`src/rtl/decodificador_varredura.sv`:
```
// One-hot decoder with enable, registered outputs and a timed scan mode.
// Drives digit commons, LED columns or chip selects of multiplexed peripherals.
module decodificador_varredura #(
  parameter int N           = 3,
  parameter int DWELL       = 4,
  parameter bit ATIVO_BAIXO = 1'b0
) (
  input  logic               clk,
  input  logic               rst,
  input  logic               en,
  input  logic               modo,
  input  logic [N-1:0]       sel,
  input  logic               carrega,
  output logic [(1<<N)-1:0]  y,
  output logic [N-1:0]       idx,
  output logic               volta
);

  localparam int M  = 1 << N;
  localparam int CW = (DWELL > 1) ? $clog2(DWELL) : 1;
  localparam logic [CW-1:0] LAST = CW'(DWELL - 1);
  localparam logic [M-1:0] INATIVO = ATIVO_BAIXO ? {M{1'b1}} : {M{1'b0}};

  logic [CW-1:0] cnt;
  logic [CW-1:0] cnt_n;
  logic [N-1:0]  idx_n;
  logic          volta_n;
  logic [M-1:0]  oh_n;

  // Next index is decoded here so y always matches idx in the same cycle.
  always_comb begin
    idx_n   = idx;
    cnt_n   = cnt;
    volta_n = 1'b0;
    priority case (1'b1)
      !en: ;
      !modo: begin
        idx_n = sel;
        cnt_n = '0;
      end
      carrega: begin
        idx_n = sel;
        cnt_n = '0;
      end
      (cnt == LAST): begin
        cnt_n   = '0;
        idx_n   = idx + N'(1);
        volta_n = (idx == {N{1'b1}});
      end
      default: cnt_n = cnt + CW'(1);
    endcase
    oh_n = M'(1) << idx_n;
  end

  always_ff @(posedge clk or posedge rst) begin
    if (rst) begin
      idx   <= '0;
      cnt   <= '0;
      volta <= 1'b0;
      y     <= INATIVO;
    end else begin
      idx   <= idx_n;
      cnt   <= cnt_n;
      volta <= volta_n;
      y     <= en ? (oh_n ^ INATIVO) : INATIVO;
    end
  end

endmodule

```
`config.mk`:
```
export PLATFORM = sky130hd
export DESIGN_NAME = decodificador_varredura
export DESIGN_NICKNAME = d
export VERILOG_FILES = /design/src/rtl/decodificador_varredura.sv
export SDC_FILE = /design/constraint.sdc
export NUM_CORES = 1
export LEC_CHECK = 0
export ABC_CLOCK_PERIOD_IN_PS = 1400
export BUFFER_PORTS_ARGS = -buffer_cell sky130_fd_sc_hd__buf_2
export CAP_MARGIN = 25
export CORE_ASPECT_RATIO = 0.75
export CORE_MARGIN = 4
export CORE_UTILIZATION = 31
export CTS_CLUSTER_DIAMETER = 150
export CTS_CLUSTER_SIZE = 25
export DETAILED_ROUTE_END_ITERATION = 8
export HOLD_SLACK_MARGIN = 0.02
export RECOVER_POWER = 25
export SLEW_MARGIN = 20
export SYNTH_ARGS = -nofsm -noshare
export SYNTH_HDL_FRONTEND = slang
export SYNTH_SLANG_ARGS = --single-unit
```
`constraint.sdc`:
```
create_clock -name clk -period 1.4 [get_ports clk]
set_input_delay 0.28 -clock clk [delete_from_list [all_inputs] [get_ports clk]]
set_output_delay 0.28 -clock clk [all_outputs]
set_load 0.05 [all_outputs]
```
==> results of run 1 <==
==> per-layer routing <==
layer / share of wire / track usage / vias to the layer above
li1: - / - / 256
met1: 0.47 / 0.1502 / 231
met2: 0.41 / 0.1392 / 18
met3: 0.095 / 0.02156 / 2
met4: 0.024 / 0.1017 / 0
met5: 0 / 0 / -
==> final timing paths <==
path                          end  depth (start not counted)  slack (ps)    from
max in group asynchronous  idx[0]                          2         990     rst
min reg2reg                cnt[1]                          2         600  cnt[1]
min                         volta                          2          30     rst
min in group clk             y[3]                          3         370  sel[1]
max                        idx[2]                          6        -130  idx[0]
max reg2reg                idx[2]                          6        -130  idx[0]
==> placed cells by master (no fill, tap or decap), types with 2 or more instances in the layout <==
cell type / count
sky130_fd_sc_hd__buf_2: 18
sky130_fd_sc_hd__dfrtp_1: 11
sky130_fd_sc_hd__buf_4: 8
sky130_fd_sc_hd__nor3_1: 4
sky130_fd_sc_hd__nor3_2: 4
sky130_fd_sc_hd__clkbuf_4: 4
sky130_fd_sc_hd__nor2_1: 3
sky130_fd_sc_hd__inv_1: 3
sky130_fd_sc_hd__ha_4: 3
sky130_fd_sc_hd__dfrtp_2: 3
sky130_fd_sc_hd__nand2_1: 2
sky130_fd_sc_hd__o211ai_1: 2
sky130_fd_sc_hd__nand3_1: 2
==> area by class of cell <==
| class | instances | area, sq um |
|---|---|---|
| fill | 189 | 1059 |
| sequential | 14 | 354.1 |
| multi-input combinational | 36 | 349.1 |
| timing repair buffer | 28 | 168.9 |
| clock buffer | 4 | 36.28 |
| tap | 24 | 30.03 |
| inverter | 4 | 17.52 |
==> repair_timing <==
action	CTS	global route
gates cloned	0	0
endpoints found under the hold margin	0	0
setup buffers	1	1
resized for setup	4	7
pin swaps	2	5
endpoints found under the setup margin	10	11
==> registers in the layout, summed over array words and instances (netlist names) <==
signal	cells
cnt	2
y	8
idx	3
volta	1
==> where the power goes <==
part | leakage [nW] | internal (mW) | switching [mW] | total (mW)
registers | 0.182 | 0.434 | 0.0215 | 0.455
logic | 0.270 | 0.119 | 0.196 | 0.315
clock network | 0.0210 | 0.158 | 0.137 | 0.295
total | 0.474 | 0.711 | 0.354 | 1.07
==> kinds of logic (layout without fill, tap and decap cells) <==
kind of cell / Yosys count / after routing / synth area share
AOI/OAI and AO/OA: 8 / 8 / 0.08884
and+or+nand+nor: 20 / 20 / 0.1815
adders and majority gates: 4 / 4 / 0.07562
buffers and inverters: 6 / 36 / 0.05483
DFF: 14 / 14 / 0.5293
muxes: 4 / 4 / 0.06994
==> impl_summary.log, run 1 <==
[metrics] Syn Std Cell Area: 661.9 sq um
[metrics] total negative setup slack: -785.1 ps
[metrics] Max H-tree Level: 1
[metrics] count of state elements after synthesis: 14
[metrics] critical path launch point type: flop
[metrics] cell breakdown of the critical path: ha_4, ha_4, mux2i_2, nand2_1, o211ai_1, o21ai_1
[metrics] Worst Setup Slack post-DPL: -116.1 ps
[metrics] combined global-route utilization of all metal layers: 0.1088
[metrics] final worst-path setup slack: -132.4 ps
[metrics] Crit path top cell by count: sky130_fd_sc_hd__ha_4
[metrics] most frequently used cell type in the post-synthesis netlist: sky130_fd_sc_hd__dfrtp_1
[metrics] global-route wire length before repair: 2152 um
[metrics] cell area after placement: 849.6 sq um
[metrics] count of synthesis-stage warnings from yosys: 0
[metrics] cts bufs inserted: 3
[metrics] DIE HEIGHT: 48.02 um
[metrics] antenna violations before repair: 0
[metrics] violated checks: setup timing
[metrics] clock root buffer: sky130_fd_sc_hd__clkbuf_4
[metrics] count of final setup violators: 10
[metrics] Max-slew headroom: 0.6389
[metrics] hold-fix buffers at CTS: 0
[metrics] wire length per cell: 12.96 um
[metrics] total congestion overflow: 0
[metrics] status: finished with violations
[metrics] drt drc: 0
[metrics] per-instance average area after synthesis: 11.82 sq um
[metrics] input/output buffers: 19
[metrics] final antenna-violating net count: 0
[metrics] worst-path maximum fanout: 5
[metrics] post-synth net total: 68
[metrics] Clock Sink Count: 14
[metrics] clock tree from TritonCTS: done
[metrics] number of distinct library cell variants in the gate-level netlist after synthesis: 24
[metrics] Final Util: 0.4745
[metrics] Placed Instances: 104
[metrics] fraction of the cycle the final worst path needs: 1.095
[metrics] max-slew violations: 0
[metrics] number of instances in the synthesized netlist: 56
[metrics] Tmin final: 1532 ps
[metrics] fraction of the yosys area taken by sequential cells: 0.5293
[metrics] number of max-cap violations: 0
[metrics] Power, Total: 1.065 mW
[metrics] top cell type by total area after synthesis: sky130_fd_sc_hd__dfrtp_1
[metrics] unrepaired setup endpoints after global routing: yes
[metrics] Post-synth EDFFs: 0
[metrics] ranking of synthesized cells by area: sky130_fd_sc_hd__dfrtp_1, sky130_fd_sc_hd__ha_1, sky130_fd_sc_hd__nor3_1, sky130_fd_sc_hd__mux2i_1, sky130_fd_sc_hd__nand3b_4
[metrics] die outline area: 2946 sq um
[metrics] clock slew seen by the registers of the worst setup and hold paths: 90 ps
[metrics] area added between synthesis and finish: 44.42%
[metrics] antenna diode instance count: 0
[metrics] Clk Latency, worst-skew pair: 280 ps
[metrics] slew of the pin with the lowest slew margin: 541.0 ps
[metrics] number of hold violations in the final report: 0
[metrics] maximum buffer depth of the clock tree: 2
[metrics] share of the synthesized area in the top cell type: 0.5293
[metrics] number of buffer and inverter stages on the critical path: 0
[metrics] Net count, final: 99
[metrics] IR Drop Worst-Case VDD: 0.5190 mV
[metrics] final standard cell area without fillers: 955.9 sq um
[metrics] Pre-antenna DRT Iters: 4
[metrics] detailed router's first-iteration violation count: 5
[metrics] arrival time of data at the critical path endpoint: 1680 ps
[metrics] Final GP Congestion: 0.7524
[metrics] Clock Skew: 0.9280 ps
[metrics] final instance count without filler cells: 110
[metrics] CP max stage delay: 440 ps
[metrics] via count of the first global-routing pass: 456
[metrics] number of placed I/O pins: 20
[metrics] critical path required time: 1540 ps
[metrics] leakage power of the design: 0.4735 nW
[metrics] category of the worst setup path capture point: flop
[metrics] number of core rows: 14
[metrics] pin count of the biggest net entering global routing: 15
[metrics] Horiz. Die Dim: 61.36 um
[metrics] final wirelength: 1426 um
[metrics] path type of the worst min-delay path: in2async
[metrics] prevailing post-synth register cell: sky130_fd_sc_hd__dfrtp_1
[metrics] vias per inst: 4.609
[metrics] Core Footprint: 2014 sq um
[metrics] slowest cell on the critical path: sky130_fd_sc_hd__dfrtp_2
[metrics] detailed placement HPWL: 1072 um
[metrics] post-synthesis async set-or-reset flop share: 1.000
[metrics] Hold Worst Slack: 25.18 ps
[metrics] power density of the placed cells: 1115 nW/um^2
[metrics] Setup Crit Path Kind: reg2reg
[metrics] top cells by count, synth: sky130_fd_sc_hd__dfrtp_1, sky130_fd_sc_hd__nor3_1, sky130_fd_sc_hd__ha_1
[metrics] ratio of cells with drive above 1 in the final layout: 0.6047
[metrics] Vias: 507
[metrics] Achievable Freq: 0.6526 GHz
[metrics] Starting Density: 0.3286
[metrics] cell class contributing the biggest share of worst-path delay: flip-flops
(Power assumes the default switching activity.)
==> run 2: changes to the inputs <==
--- a/config.mk
+++ b/config.mk
@@ -5,7 +5,6 @@
 export SDC_FILE = /design/constraint.sdc
 export NUM_CORES = 1
 export LEC_CHECK = 0
-export ABC_CLOCK_PERIOD_IN_PS = 1400
 export BUFFER_PORTS_ARGS = -buffer_cell sky130_fd_sc_hd__buf_2
 export CAP_MARGIN = 25
 export CORE_ASPECT_RATIO = 0.75
==> constraint.sdc (replaced) <==
create_clock -name clk -period 1.4 [get_ports clk]
set_input_delay 0.28 -clock clk [delete_from_list [all_inputs] [get_ports clk]]
set_output_delay 0.28 -clock clk [all_outputs]
set_load 0.02 [all_outputs]
==> run 2 against run 1 <==
- the run still ends with setup timing left
- clock power shrank 2%
- critical path depth shrank 1
- routed wire length grew 0.70%
- global-route usage shrank 0.37 points
- critical path type unchanged
==> impl_summary.log, run 2 (synthesized netlist as in run 1, its figures left out) <==
[metrics] number of core rows: 14
[metrics] wire length per cell: 13.30 um
[metrics] antenna violations before repair: 0
[metrics] leakage power of the design: 0.4626 nW
[metrics] clock root buffer: sky130_fd_sc_hd__clkbuf_4
[metrics] detailed router's first-iteration violation count: 4
[metrics] startpoint of the most critical register-to-register path: idx[0]
[metrics] maximum buffer depth of the clock tree: 2
[metrics] Max H-tree Level: 1
[metrics] via count of the first global-routing pass: 493
[metrics] final antenna-violating net count: 0
[metrics] Horiz. Die Dim: 61.36 um
[metrics] top sig layer: met4
[metrics] length in cells of the worst reg-to-reg path: 5
[metrics] Vias: 508
[metrics] IR Drop Worst-Case VDD: 0.5983 mV
[metrics] final instance count without filler cells: 108
[metrics] Setup Crit Path Kind: reg2reg
[metrics] cts bufs inserted: 3
[metrics] most common cell after layout, fill and taps aside: sky130_fd_sc_hd__buf_2
[metrics] Core Footprint: 2014 sq um
[metrics] max reg flops: 8
[metrics] number of max-cap violations: 0
[metrics] count of final setup violators: 10
[metrics] Power, Total: 1.009 mW
[metrics] number of placed I/O pins: 20
[metrics] final worst-path setup slack: -111.9 ps
[metrics] drt drc: 0
[metrics] total congestion overflow: 0
[metrics] Pre-antenna DRT Iters: 3
[metrics] power density of the placed cells: 1060 nW/um^2
[metrics] violated checks: setup timing
[metrics] Reg2Reg Capture Point: idx[1]
[metrics] Max-slew headroom: 0.6388
[metrics] global-route wire length before repair: 2152 um
[metrics] category of the worst setup path capture point: flop
[metrics] critical path launch point type: flop
[metrics] combined global-route utilization of all metal layers: 0.1050
[metrics] number of hold violations in the final report: 0
[metrics] critical path required time: 1560 ps
[metrics] Final Util: 0.4727
[metrics] die outline area: 2946 sq um
[metrics] pin count of the biggest net entering global routing: 15
[metrics] length of routed wiring on met1: 671 um
[metrics] path type of the worst min-delay path: in2async
[metrics] worst reg-to-reg setup slack: -110 ps
[metrics] Tmin final: 1512 ps
[metrics] status: finished with violations
[metrics] met2 wire len: 632 um
[metrics] slew of the pin with the lowest slew margin: 541.3 ps
[metrics] ratio of cells with drive above 1 in the final layout: 0.6071
[metrics] slowest cell on the critical path: sky130_fd_sc_hd__dfrtp_2
[metrics] CP max stage delay: 440 ps
[metrics] clock tree from TritonCTS: done
[metrics] Achievable Freq: 0.6614 GHz
[metrics] Largest regs: y x8, idx x3, cnt x2
[metrics] Final GP Congestion: 0.8028
[metrics] most flop-heavy register: y
[metrics] arrival time of data at the critical path endpoint: 1680 ps
[metrics] unrepaired setup endpoints after global routing: yes
[metrics] routed wl met3: 105 um
[metrics] max-slew violations: 0
[metrics] fraction of the cycle the final worst path needs: 1.080
[metrics] cell breakdown of the critical path: ha_4, mux2i_1, nor2_2, a21o_1, mux2_4
[metrics] final wirelength: 1436 um
[metrics] Starting Density: 0.3286
[metrics] worst-path maximum fanout: 5
[metrics] Clk Latency, worst-skew pair: 270 ps
[metrics] DIE HEIGHT: 48.02 um
[metrics] area added between synthesis and finish: 43.86%
[metrics] Clock Sink Count: 14
[metrics] input/output buffers: 19
[metrics] antenna diode instance count: 0
[metrics] vias per inst: 4.704
[metrics] Net count, final: 97
[metrics] detailed placement HPWL: 1062 um
[metrics] Clock Skew: 0.3964 ps
[metrics] most frequent cells in the layout: sky130_fd_sc_hd__buf_2, sky130_fd_sc_hd__dfrtp_1, sky130_fd_sc_hd__buf_4, sky130_fd_sc_hd__nor3_1
[metrics] Placed Instances: 101
[metrics] clock slew seen by the registers of the worst setup and hold paths: 90 ps
-- run 2: cell count changes in the layout (fill, tap and decap cells not counted), sizes merged --
cell | before | now
buf | 27 | 26
clkbuf | 5 | 4
-- run 2: final cells by class --
type | instances | area [sq um]
inverters | 4 | 17.52
repair buffers | 26 | 147.6
clock buffers | 4 | 36.28
well taps | 24 | 30.03
fillers | 183 | 1062
multi-input cells | 36 | 366.6
flip-flops and latches | 14 | 354.1
-- run 2: through the flow --
stage / area [sq um] / TNS (ps) / setup WS (ps) / hold slack [ps]
3_3_place_gp: 825.8 / -542.6 / -136.2 / 346.9
6_report: 952.2 / -599.9 / -111.9 / 31.69
5_1_grt: 952.2 / -1152 / -168.0 / 62.04
2_1_floorplan: 689.4 / -372.1 / -63.70 / 169.1
3_5_place_dp: 825.8 / -737.3 / -149.7 / 343.9
4_1_cts: 907.1 / -737.2 / -116.2 / 44.60
-- run 2: worst max-delay path: cells and delay by family, from the launching register on --
family	cells	cell delay, ps
compound gates	1	230
fa+ha+maj	1	240
flops	1	440
mux	2	430
simple gates	1	70
-- run 2: where the power goes --
part / switching (mW) / leakage [nW] / internal [mW]
clock: 0.130 / 0.0210 / 0.158
combinational: 0.148 / 0.259 / 0.117
sequential: 0.0228 / 0.182 / 0.433
-- run 2: what timing repair did --
item                                    in CTS  in global routing
endpoints found under the setup margin      10                 10
pin swaps                                    4                  6
resized for setup                            7                  6
buffers inserted                             1                  2
hold buffers                                 0                  0
-- run 2: layer usage --
layer / track usage / vias up
met5: 0 / -
met4: 0.08898 / 0
met2: 0.1646 / 15
li1: - / 249
met3: 0.01887 / 2
met1: 0.1268 / 242
-- run 2: worst max path at each step --
stage / startpoint / end / cells after the start
4_1_cts: idx[1] / idx[2] / 6
3_5_place_dp: cnt[0] / idx[1] / 5
2_1_floorplan: idx[1] / idx[1] / 5
5_1_grt: cnt[0] / idx[1] / 5
3_3_place_gp: cnt[0] / idx[1] / 5
6_report: idx[0] / idx[1] / 5
